<file path="src/rtl/fop_seq.sv">
`default_nettype none
// ============================================================================
// Module   : fop_seq
// Brief    : Start/stop run sequencer driving fop's reset and enable inputs.
//            Optional macro FOP_SEQ_AUTORESTART_EN repeats runs back to back.
// Revision : 1.0 - initial release
// ============================================================================
module fop_seq #(
    parameter int unsigned RESET_CYCLES = 1,
    parameter int unsigned RUN_CYCLES   = 10,
    parameter int unsigned CNT_W        = 16
) (
    input  logic             clk,
    input  logic             reset,
    input  logic             start,
    input  logic             stop,
    output logic             fop_reset,
    output logic             fop_enable,
    output logic             busy,
    output logic             done,
    output logic [CNT_W-1:0] run_count
);

    localparam logic [1:0] c_ST_IDLE  = 2'd0;
    localparam logic [1:0] c_ST_RESET = 2'd1;
    localparam logic [1:0] c_ST_RUN   = 2'd2;
    localparam logic [1:0] c_ST_DONE  = 2'd3;

    localparam logic [CNT_W-1:0] c_ONE      = CNT_W'(1);
    localparam logic [CNT_W-1:0] c_SAT      = {CNT_W{1'b1}};
    localparam logic [CNT_W-1:0] c_RST_LAST = CNT_W'(RESET_CYCLES - 1);
    localparam logic [CNT_W-1:0] c_RUN_LAST = CNT_W'(RUN_CYCLES - 1);
    localparam logic             c_RUN_FREE = (RUN_CYCLES == 0);

    logic [1:0]       r_state;
    logic [1:0]       w_state_nxt;
    logic             w_clr_cnt;
    logic [CNT_W-1:0] r_cnt;
    logic [CNT_W-1:0] r_run_count;
    logic             r_fop_reset;
    logic             r_fop_enable;
    logic             r_busy;
    logic             r_done;
    logic             w_fop_reset;
    logic             w_fop_enable;
    logic             w_busy;
    logic             w_done;

    // State register; outputs are registered copies of the current-state decode,
    // so every output lags the state by exactly one cycle.
    always_ff @(posedge clk or posedge reset) begin
        if (reset) begin
            r_state      <= c_ST_IDLE;
            r_cnt        <= '0;
            r_run_count  <= '0;
            r_fop_reset  <= 1'b0;
            r_fop_enable <= 1'b0;
            r_busy       <= 1'b0;
            r_done       <= 1'b0;
        end else begin
            r_state      <= w_state_nxt;
            r_fop_reset  <= w_fop_reset;
            r_fop_enable <= w_fop_enable;
            r_busy       <= w_busy;
            r_done       <= w_done;

            if (w_clr_cnt) begin
                r_cnt <= '0;
            end else if (r_state == c_ST_RESET) begin
                r_cnt <= r_cnt + c_ONE;
            end

            // Clearing during RESET keeps the previous count visible while done is high.
            if (w_clr_cnt || (r_state == c_ST_RESET)) begin
                r_run_count <= '0;
            end else if ((r_state == c_ST_RUN) && (r_run_count != c_SAT)) begin
                r_run_count <= r_run_count + c_ONE;
            end
        end
    end

    always_comb begin
        w_state_nxt = r_state;
        w_clr_cnt   = 1'b0;
        case (r_state)
            c_ST_IDLE: begin
                if (start && !stop) begin
                    w_state_nxt = c_ST_RESET;
                    w_clr_cnt   = 1'b1;
                end
            end
            c_ST_RESET: begin
                if (stop) begin
                    w_state_nxt = c_ST_DONE;
                end else if (r_cnt == c_RST_LAST) begin
                    w_state_nxt = c_ST_RUN;
                end
            end
            c_ST_RUN: begin
                if (stop || (!c_RUN_FREE && (r_run_count == c_RUN_LAST))) begin
                    w_state_nxt = c_ST_DONE;
                end
            end
            c_ST_DONE: begin
`ifdef FOP_SEQ_AUTORESTART_EN
                if (stop) begin
                    w_state_nxt = c_ST_IDLE;
                end else begin
                    w_state_nxt = c_ST_RESET;
                    w_clr_cnt   = 1'b1;
                end
`else
                w_state_nxt = c_ST_IDLE;
`endif
            end
            default: begin
                w_state_nxt = c_ST_IDLE;
            end
        endcase
    end

    always_comb begin
        w_fop_reset  = (r_state == c_ST_RESET);
        w_fop_enable = (r_state == c_ST_RUN);
        w_done       = (r_state == c_ST_DONE);
`ifdef FOP_SEQ_AUTORESTART_EN
        w_busy       = (r_state != c_ST_IDLE);
`else
        w_busy       = (r_state == c_ST_RESET) || (r_state == c_ST_RUN);
`endif
    end

    assign fop_reset  = r_fop_reset;
    assign fop_enable = r_fop_enable;
    assign busy       = r_busy;
    assign done       = r_done;
    assign run_count  = r_run_count;

endmodule
`default_nettype wire

</file>
<file path="config.mk">
export PLATFORM = sky130hd
export DESIGN_NAME = fop_seq
export DESIGN_NICKNAME = d
export VERILOG_FILES = /design/src/rtl/fop_seq.sv
export SDC_FILE = /design/constraint.sdc
export NUM_CORES = 1
export LEC_CHECK = 0
export CAP_MARGIN = 20
export CORE_MARGIN = 2
export CORE_UTILIZATION = 41
export CTS_BUF_LIST = sky130_fd_sc_hd__clkbuf_4 sky130_fd_sc_hd__clkbuf_8
export CTS_CLUSTER_DIAMETER = 100
export DETAILED_ROUTE_END_ITERATION = 12
export GPL_TIMING_DRIVEN = 0
export PLACE_DENSITY = 0.71
export SYNTH_ARGS = -nofsm -noshare
export SYNTH_HDL_FRONTEND = slang
export SYNTH_SLANG_ARGS = --single-unit
</file>
<file path="constraint.sdc">
create_clock -name clk -period 1.8 [get_ports clk]
set_input_delay 0.18 -clock clk [delete_from_list [all_inputs] [get_ports clk]]
set_output_delay 0.18 -clock clk [all_outputs]
set_load 0.05 [all_outputs]
</file>
==> flow_metrics.tcl, run 1 <==
set metrics [dict create \
    fill_cells 454 \
    drtPass1Iterations 4 \
    cts_buffers 5 \
    startpoint "r_cnt[0]" \
    drc 0 \
    worstSetupStartpointType "flip-flop" \
    drive_gt1_share_pct 21.34 \
    nNetsFinal 265 \
    yosys-top-cells-area "dfrtp_1 (45%), ha_1 (5.3%), xor2_1 (4.1%)" \
    netlist_instances 217 \
    tritoncts "built" \
    worst_pin_slew_ns 0.7933 \
    synth_edf_count 0 \
    holdWs_ns 0.3466 \
    stdcell_count 323 \
    relSlewSlack_pct 47.04 \
    yosysSeqAreaShare_pct 44.92 \
    die_y_um 75.86 \
    core_region_area_um2 5042 \
    power.density_nw_per_um2 1225 \
    die-area_um2 5754 \
    pwr-share-seq_pct 37.0 \
    finalPower_mw 3.358 \
    p_leak_nw 1.245 \
    clk_path_buf_depth 2 \
    synth_area_um2 2117 \
    async_flop_share_pct 100.0 \
    syn_avg_cell_area_um2 9.756 \
    path_max_fanout 4 \
    power.share.switching_pct 40.89 \
    setup_ws_ns -0.02213 \
    crit_required_ns 1.98 \
    grt_max_degree 39 \
    clockPowerShare_pct 18.6 \
    clk_pin_slew_ns 0.08 \
    netlist.area_leader.share_pct 44.92 \
    yosys-top-cells-count "dfrtp_1 (38), nor2_1 (18), a21oi_1 (14), nand2_1 (13), o21ai_0 (11)" \
    detail_route.iter0.violations 119 \
    cts_max_level 2 \
    clock-skew-final_ns 0.01066 \
    rows 26 \
    placed_area_um2 2462 \
    synth.largest_area_cell "dfrtp_1" \
    critPathMaxStageDelay_ns 0.42 \
    crit_chain "inv_1 -> ha_2 -> nor4b_4 -> a41oi_2 -> nor3_2 -> mux2_4" \
    finalSetupViolations 1 \
    grt_overflow 0 \
    antenna_left 0 \
    ys_seq_elements 38 \
    synth_most_common_cell "dfrtp_1" \
    cap_violations 0 \
    areaGrowthSynthToFinish_pct 29.49 \
    grt_use_total_pct 19.05 \
    fin_area_um2 2741 \
    via_per_inst 5.762 \
    postCtsHoldBufs 0 \
    globalplace.congestion 0.8110 \
    place_hpwl_mm 3.211 \
    synthDistinctLibCells 45 \
    routedWlPerCell_um 15.48 \
    dp.cells 310 \
    cp-end-kind "flip-flop" \
    criticalPathCategory "flip-flop to flip-flop" \
    worstSkewPairLatency_ns 0.30 \
    synth_top_flop_cell "dfrtp_1" \
    period_needed_ns 1.822 \
    slowest_stage "dfrtp_1" \
    p_int_mw 1.985 \
    rr_startpoint "r_cnt[0]" \
    die_w_um 75.86 \
    switchingPower_mw 1.373 \
    slew_violations 0 \
    pre_cts_ws_ns -0.4011 \
    clockRootBuffer "clkbuf_8" \
    totalWireLength_mm 4.999 \
    antenna_found_initial 0 \
    status "finished, violations left" \
    ir_drop_mv 0.6456 \
    violations "negative setup slack" \
    max_clock_freq_mhz 548.8 \
    io_buffers 23 \
    hold_path.class "input port to asynchronous set/reset pin" \
    pwr-share-comb_pct 44.4 \
    start_util_pct 41.99 \
    first_global_vias 1738 \
    clock-sinks 38 \
    num_vias 1861 \
    hold_viol 0 \
    yosysWarnings 0 \
    cp.arrival_ns 2.00 \
    grt_pass1_wl_mm 8.197 \
    syn-num-nets 230 \
    post-route-period-util_pct 101.2 \
    grt_setup_unrepaired "true" \
    ios 24 \
    antenna_cells 0 \
]
cells by family (layout without fill, tap and decap cells):
kind of cell	Yosys count	count (layout)	synth area share (%)
fa+ha+maj	9	9	5.319
flops	38	38	44.92
buf+inv	16	52	2.896
mux	3	3	1.478
compound gates	47	47	14.66
xor+xnor	12	12	4.965
simple gates	92	92	25.77
flip-flops by register name, summed over array words and instances, names as in the netlist:
signal	flops
r_cnt	16
run_count	16
r_state	2
busy	1
done	1
fop_enable	1
fop_reset	1
layout by cell type, fill, tap and decap left out, types with 2 or more instances in the layout:
master	n
inv_1	7
dfrtp_1	30
buf_2	2
a21oi_2	2
buf_4	9
a41oi_2	2
nand2_1	13
nor2_1	17
dlygate4sd2_1	3
and4_1	4
dlymetal6s2s_1	6
nand4_1	7
nand3_1	9
or4_1	4
xor2_1	10
o211ai_1	3
a211oi_1	2
clkbuf_8	5
or3_1	8
or3_2	2
clkbuf_4	3
nor3_1	3
nor4_1	5
xnor2_1	2
nor4b_4	2
o31ai_1	3
o2111ai_1	2
a21oi_1	12
clkdlybuf4s50_1	14
ha_4	2
o21ai_0	11
inv_2	2
mux2i_1	2
ha_1	6
dfrtp_2	8
nor3b_1	2
and3_1	5
layer usage:
layer / wire (um) / share of wire (%) / global-route usage [%]
met1: 2078 / 42 / 24.08
met2: 2541 / 51 / 30.84
met3: 290 / 5.8 / 5.291
met4: 88 / 1.8 / 7.602
met5: 0 / 0 / 0
final cells by class:
class	count	area, um^2	area share [%]
Tap cell	70	87.58	3.195
Multi-Input combinational cell	163	1237	45.14
Inverter	9	33.78	1.232
Clock buffer	8	91.34	3.332
Timing Repair Buffer	30	294.0	10.73
Buffer	5	36.28	1.324
Sequential cell	38	960.9	35.05
critical path: cells and delay by family (launching register included):
family / cells / cell delay, ns
DFF: 1 / 0.42
adders and majority gates: 1 / 0.17
buffers and inverters: 1 / 0.08
muxes: 1 / 0.32
and+or+nand+nor: 2 / 0.52
AOI/OAI and AO/OA: 1 / 0.20
repair_timing:
| item | in CTS | in global routing |
|---|---|---|
| endpoints found under the setup margin | 32 | 29 |
| setup buffers | 4 | 3 |
| gates resized for setup | 16 | 32 |
| pin swaps | 3 | 5 |
metrics by stage:
| step | util [%] | setup TNS, ns |
|---|---|---|
| 2_1_floorplan | - | -0.03937 |
| 3_3_place_gp | 48.83 | -11.20 |
| 3_5_place_dp | 48.83 | -7.571 |
| 4_1_cts | 51.76 | 0 |
| 5_1_grt | 54.37 | -0.2936 |
| 6_report | 54.37 | -0.02213 |
path summary, 6_finish.rpt:
check	endpoint	slack, ns	cells past startpoint
worst max register to register	r_state[1]	-0.02	6
min in group clk	r_cnt[15]	0.57	2
max in group asynchronous	r_state[1]	0.90	2
worst max-delay path	r_state[1]	-0.02	6
worst min register to register	r_cnt[15]	0.57	2
worst min-delay path	run_count[13]	0.35	2
power by group through the flow:
| stage | combinational (mW) | sequential (mW) | clock (mW) |
|---|---|---|---|
| after floorplan | 0.678 | 1.42 | 0 |
| after global placement | 1.19 | 1.24 | 0 |
| after detailed placement | 1.21 | 1.24 | 0 |
| after CTS | 1.33 | 1.22 | 0.633 |
| after global routing | 1.61 | 1.26 | 0.665 |
| final | 1.49 | 1.24 | 0.624 |
(Power assumes the default switching activity.)
==> run 2: changes to the inputs <==
--- a/config.mk
+++ b/config.mk
@@ -13,6 +13,8 @@
 export DETAILED_ROUTE_END_ITERATION = 12
 export GPL_TIMING_DRIVEN = 0
 export PLACE_DENSITY = 0.71
+export RECOVER_POWER = 50
+export SETUP_SLACK_MARGIN = 0.15
 export SYNTH_ARGS = -nofsm -noshare
 export SYNTH_HDL_FRONTEND = slang
 export SYNTH_SLANG_ARGS = --single-unit
==> run 2 against run 1 <==
  * The flow still finishes with violations (negative setup slack)
  * Fmax rose by 0.94%
  * Critical endpoint is now run_count[13]
  * Critical path depth up 1
  * Routed wire length grew 9.3%
  * Clock skew up 0.0014 ns
  * Sequential power about the same
==> flow_metrics.tcl, run 2 (synthesis results as in run 1) <==
set metrics [dict create \
    routedWlPerCell_um 15.93 \
    clock-skew-final_ns 0.01204 \
    grt_max_degree 39 \
    cap_violations 0 \
    worstSkewPairLatency_ns 0.30 \
    grt_use_total_pct 20.40 \
    slowest_stage "or4_4" \
    criticalPathCategory "flip-flop to flip-flop" \
    num_vias 1937 \
    nNetsFinal 285 \
    finalSetupViolations 1 \
    drtPass1Iterations 4 \
    tritoncts "built" \
    cpLargestDelayFamily "simple AND/OR/NAND/NOR gates" \
    die-area_um2 5754 \
    layout_common_cells "buf_4 (24), dfrtp_1 (21), dlygate4sd2_1 (16), dfrtp_2 (16), nor2_1 (15)" \
    violations "negative setup slack" \
    clockRootBuffer "clkbuf_8" \
    mostFrequentLayoutCell "buf_4" \
    via_per_inst 5.647 \
    crit_chain "inv_2 -> ha_4 -> buf_6 -> nand4_4 -> or2_4 -> or4_4 -> a21oi_2" \
    startpoint "r_state[0]" \
    worst_pin_slew_ns 0.7866 \
    first_global_vias 1900 \
    worst-path-buf-inv 2 \
    path_max_fanout 5 \
    rows 26 \
    ios 24 \
    max_clock_freq_mhz 554.0 \
    ir_drop_mv 0.8471 \
    grt_pass1_wl_mm 8.928 \
    clock-sinks 38 \
    cts_max_level 2 \
    io_buffers 23 \
    post-route-period-util_pct 100.3 \
    cp-end-kind "flip-flop" \
    slew_violations 0 \
    drc 0 \
    clk_path_buf_depth 2 \
    drive_gt1_share_pct 40.66 \
    antenna_found_initial 0 \
    rr_startpoint "r_state[0]" \
    setup_ws_ns -0.005217 \
    placed_area_um2 2506 \
    grt_overflow 0 \
    die_y_um 75.86 \
    worstSetupStartpointType "flip-flop" \
    detail_route.iter0.violations 101 \
    clk_pin_slew_ns 0.08 \
    start_util_pct 41.99 \
    power.density_nw_per_um2 1218 \
    die_w_um 75.86 \
    period_needed_ns 1.805 \
    cts_buffers 5 \
    place_hpwl_mm 3.287 \
    holdWs_ns 0.3529 \
    totalWireLength_mm 5.463 \
    critPathMaxStageDelay_ns 0.48 \
    antenna_left 0 \
    grt_setup_unrepaired "true" \
    cp.arrival_ns 2.03 \
    status "finished, violations left" \
    hold_viol 0 \
    antenna_cells 0 \
    relSlewSlack_pct 47.48 \
    globalplace.congestion 0.8314 \
    p_leak_nw 1.310 \
    areaGrowthSynthToFinish_pct 46.81 \
    core_region_area_um2 5042 \
    crit_required_ns 2.03 \
    fin_area_um2 3108 \
    hold_path.class "input port to asynchronous set/reset pin" \
    postCtsHoldBufs 0 \
]
-- run 2: cell count changes in the layout (fill, tap and decap cells not counted), moves of 3 or more --
| cell | before | now |
|---|---|---|
| dlygate4sd2_1 | 3 | 16 |
| buf_4 | 9 | 24 |
| ha_1 | 6 | 3 |
| dfrtp_2 | 8 | 16 |
| dlymetal6s2s_1 | 6 | 0 |
| clkdlybuf4s50_1 | 14 | 7 |
| a21oi_1 | 12 | 5 |
| and4_2 | 0 | 3 |
| nor4_1 | 5 | 2 |
| nor4_2 | 0 | 3 |
| a21oi_2 | 2 | 9 |
| dfrtp_1 | 30 | 21 |
-- run 2: final timing paths --
kind                       cells past startpoint            end  slack, ns
max                                            7  run_count[13]     -0.005
min                                            2     fop_enable       0.35
max reg2reg                                    7  run_count[13]     -0.005
min reg2reg                                    1  run_count[15]       0.59
max in group asynchronous                      2   run_count[0]       0.88
min in group clk                               1  run_count[15]       0.59
-- run 2: layout make-up --
cell class	count	area (um^2)
inverter	9	33.78
clock inverter	1	5.005
tap	70	87.58
buffer	7	92.59
multi-input combinational	164	1421
timing repair buffer	47	402.9
clock buffer	7	90.09
fill	400	1934
sequential	38	974.7
-- run 2: worst register-to-register path: stages (launching register included) --
cell     delay [ns]
dfrtp_1        0.42
inv_2          0.11
ha_4           0.14
buf_6          0.09
nand4_4        0.10
or2_4          0.28
or4_4          0.48
a21oi_2        0.12
-- run 2: repair_timing --
action | 4_1_cts | 5_1_grt
setup buffers | 11 | 13
pin swaps | 10 | 11
resized for setup | 46 | 42
endpoints found under the setup margin | 49 | 32
gates cloned | 1 | 0
-- run 2: stage by stage --
| step | setup TNS [ns] | utilization [%] | cells | total power, mW | setup WS, ns |
|---|---|---|---|---|---|
| 6_report | -0.005217 | 61.64 | 343 | 3.785 | -0.005217 |
| 5_1_grt | -0.4679 | 61.64 | 343 | 4.016 | -0.08986 |
| 4_1_cts | -0.008668 | 56.08 | 330 | 3.438 | -0.008668 |
| 3_5_place_dp | -3.555 | 49.70 | 310 | 2.486 | -0.1886 |
| 3_3_place_gp | -7.696 | 49.70 | 310 | 2.461 | -0.2687 |
| 2_1_floorplan | 0 | - | 217 | 2.135 | 0.01556 |
-- run 2: per-layer routing --
layer  track usage, %  routed length (um)
met1            25.46                2273
met2            34.48                2909
met4            7.407                  76
met5                0                   0
met3            4.630                 204
-- run 2: report_power, final --
part           switching (mW)  internal (mW)  total [mW]
combinational            1.00          0.909        1.91
sequential              0.208           1.04        1.25
clock                   0.303          0.324       0.627
total                    1.51           2.27        3.79
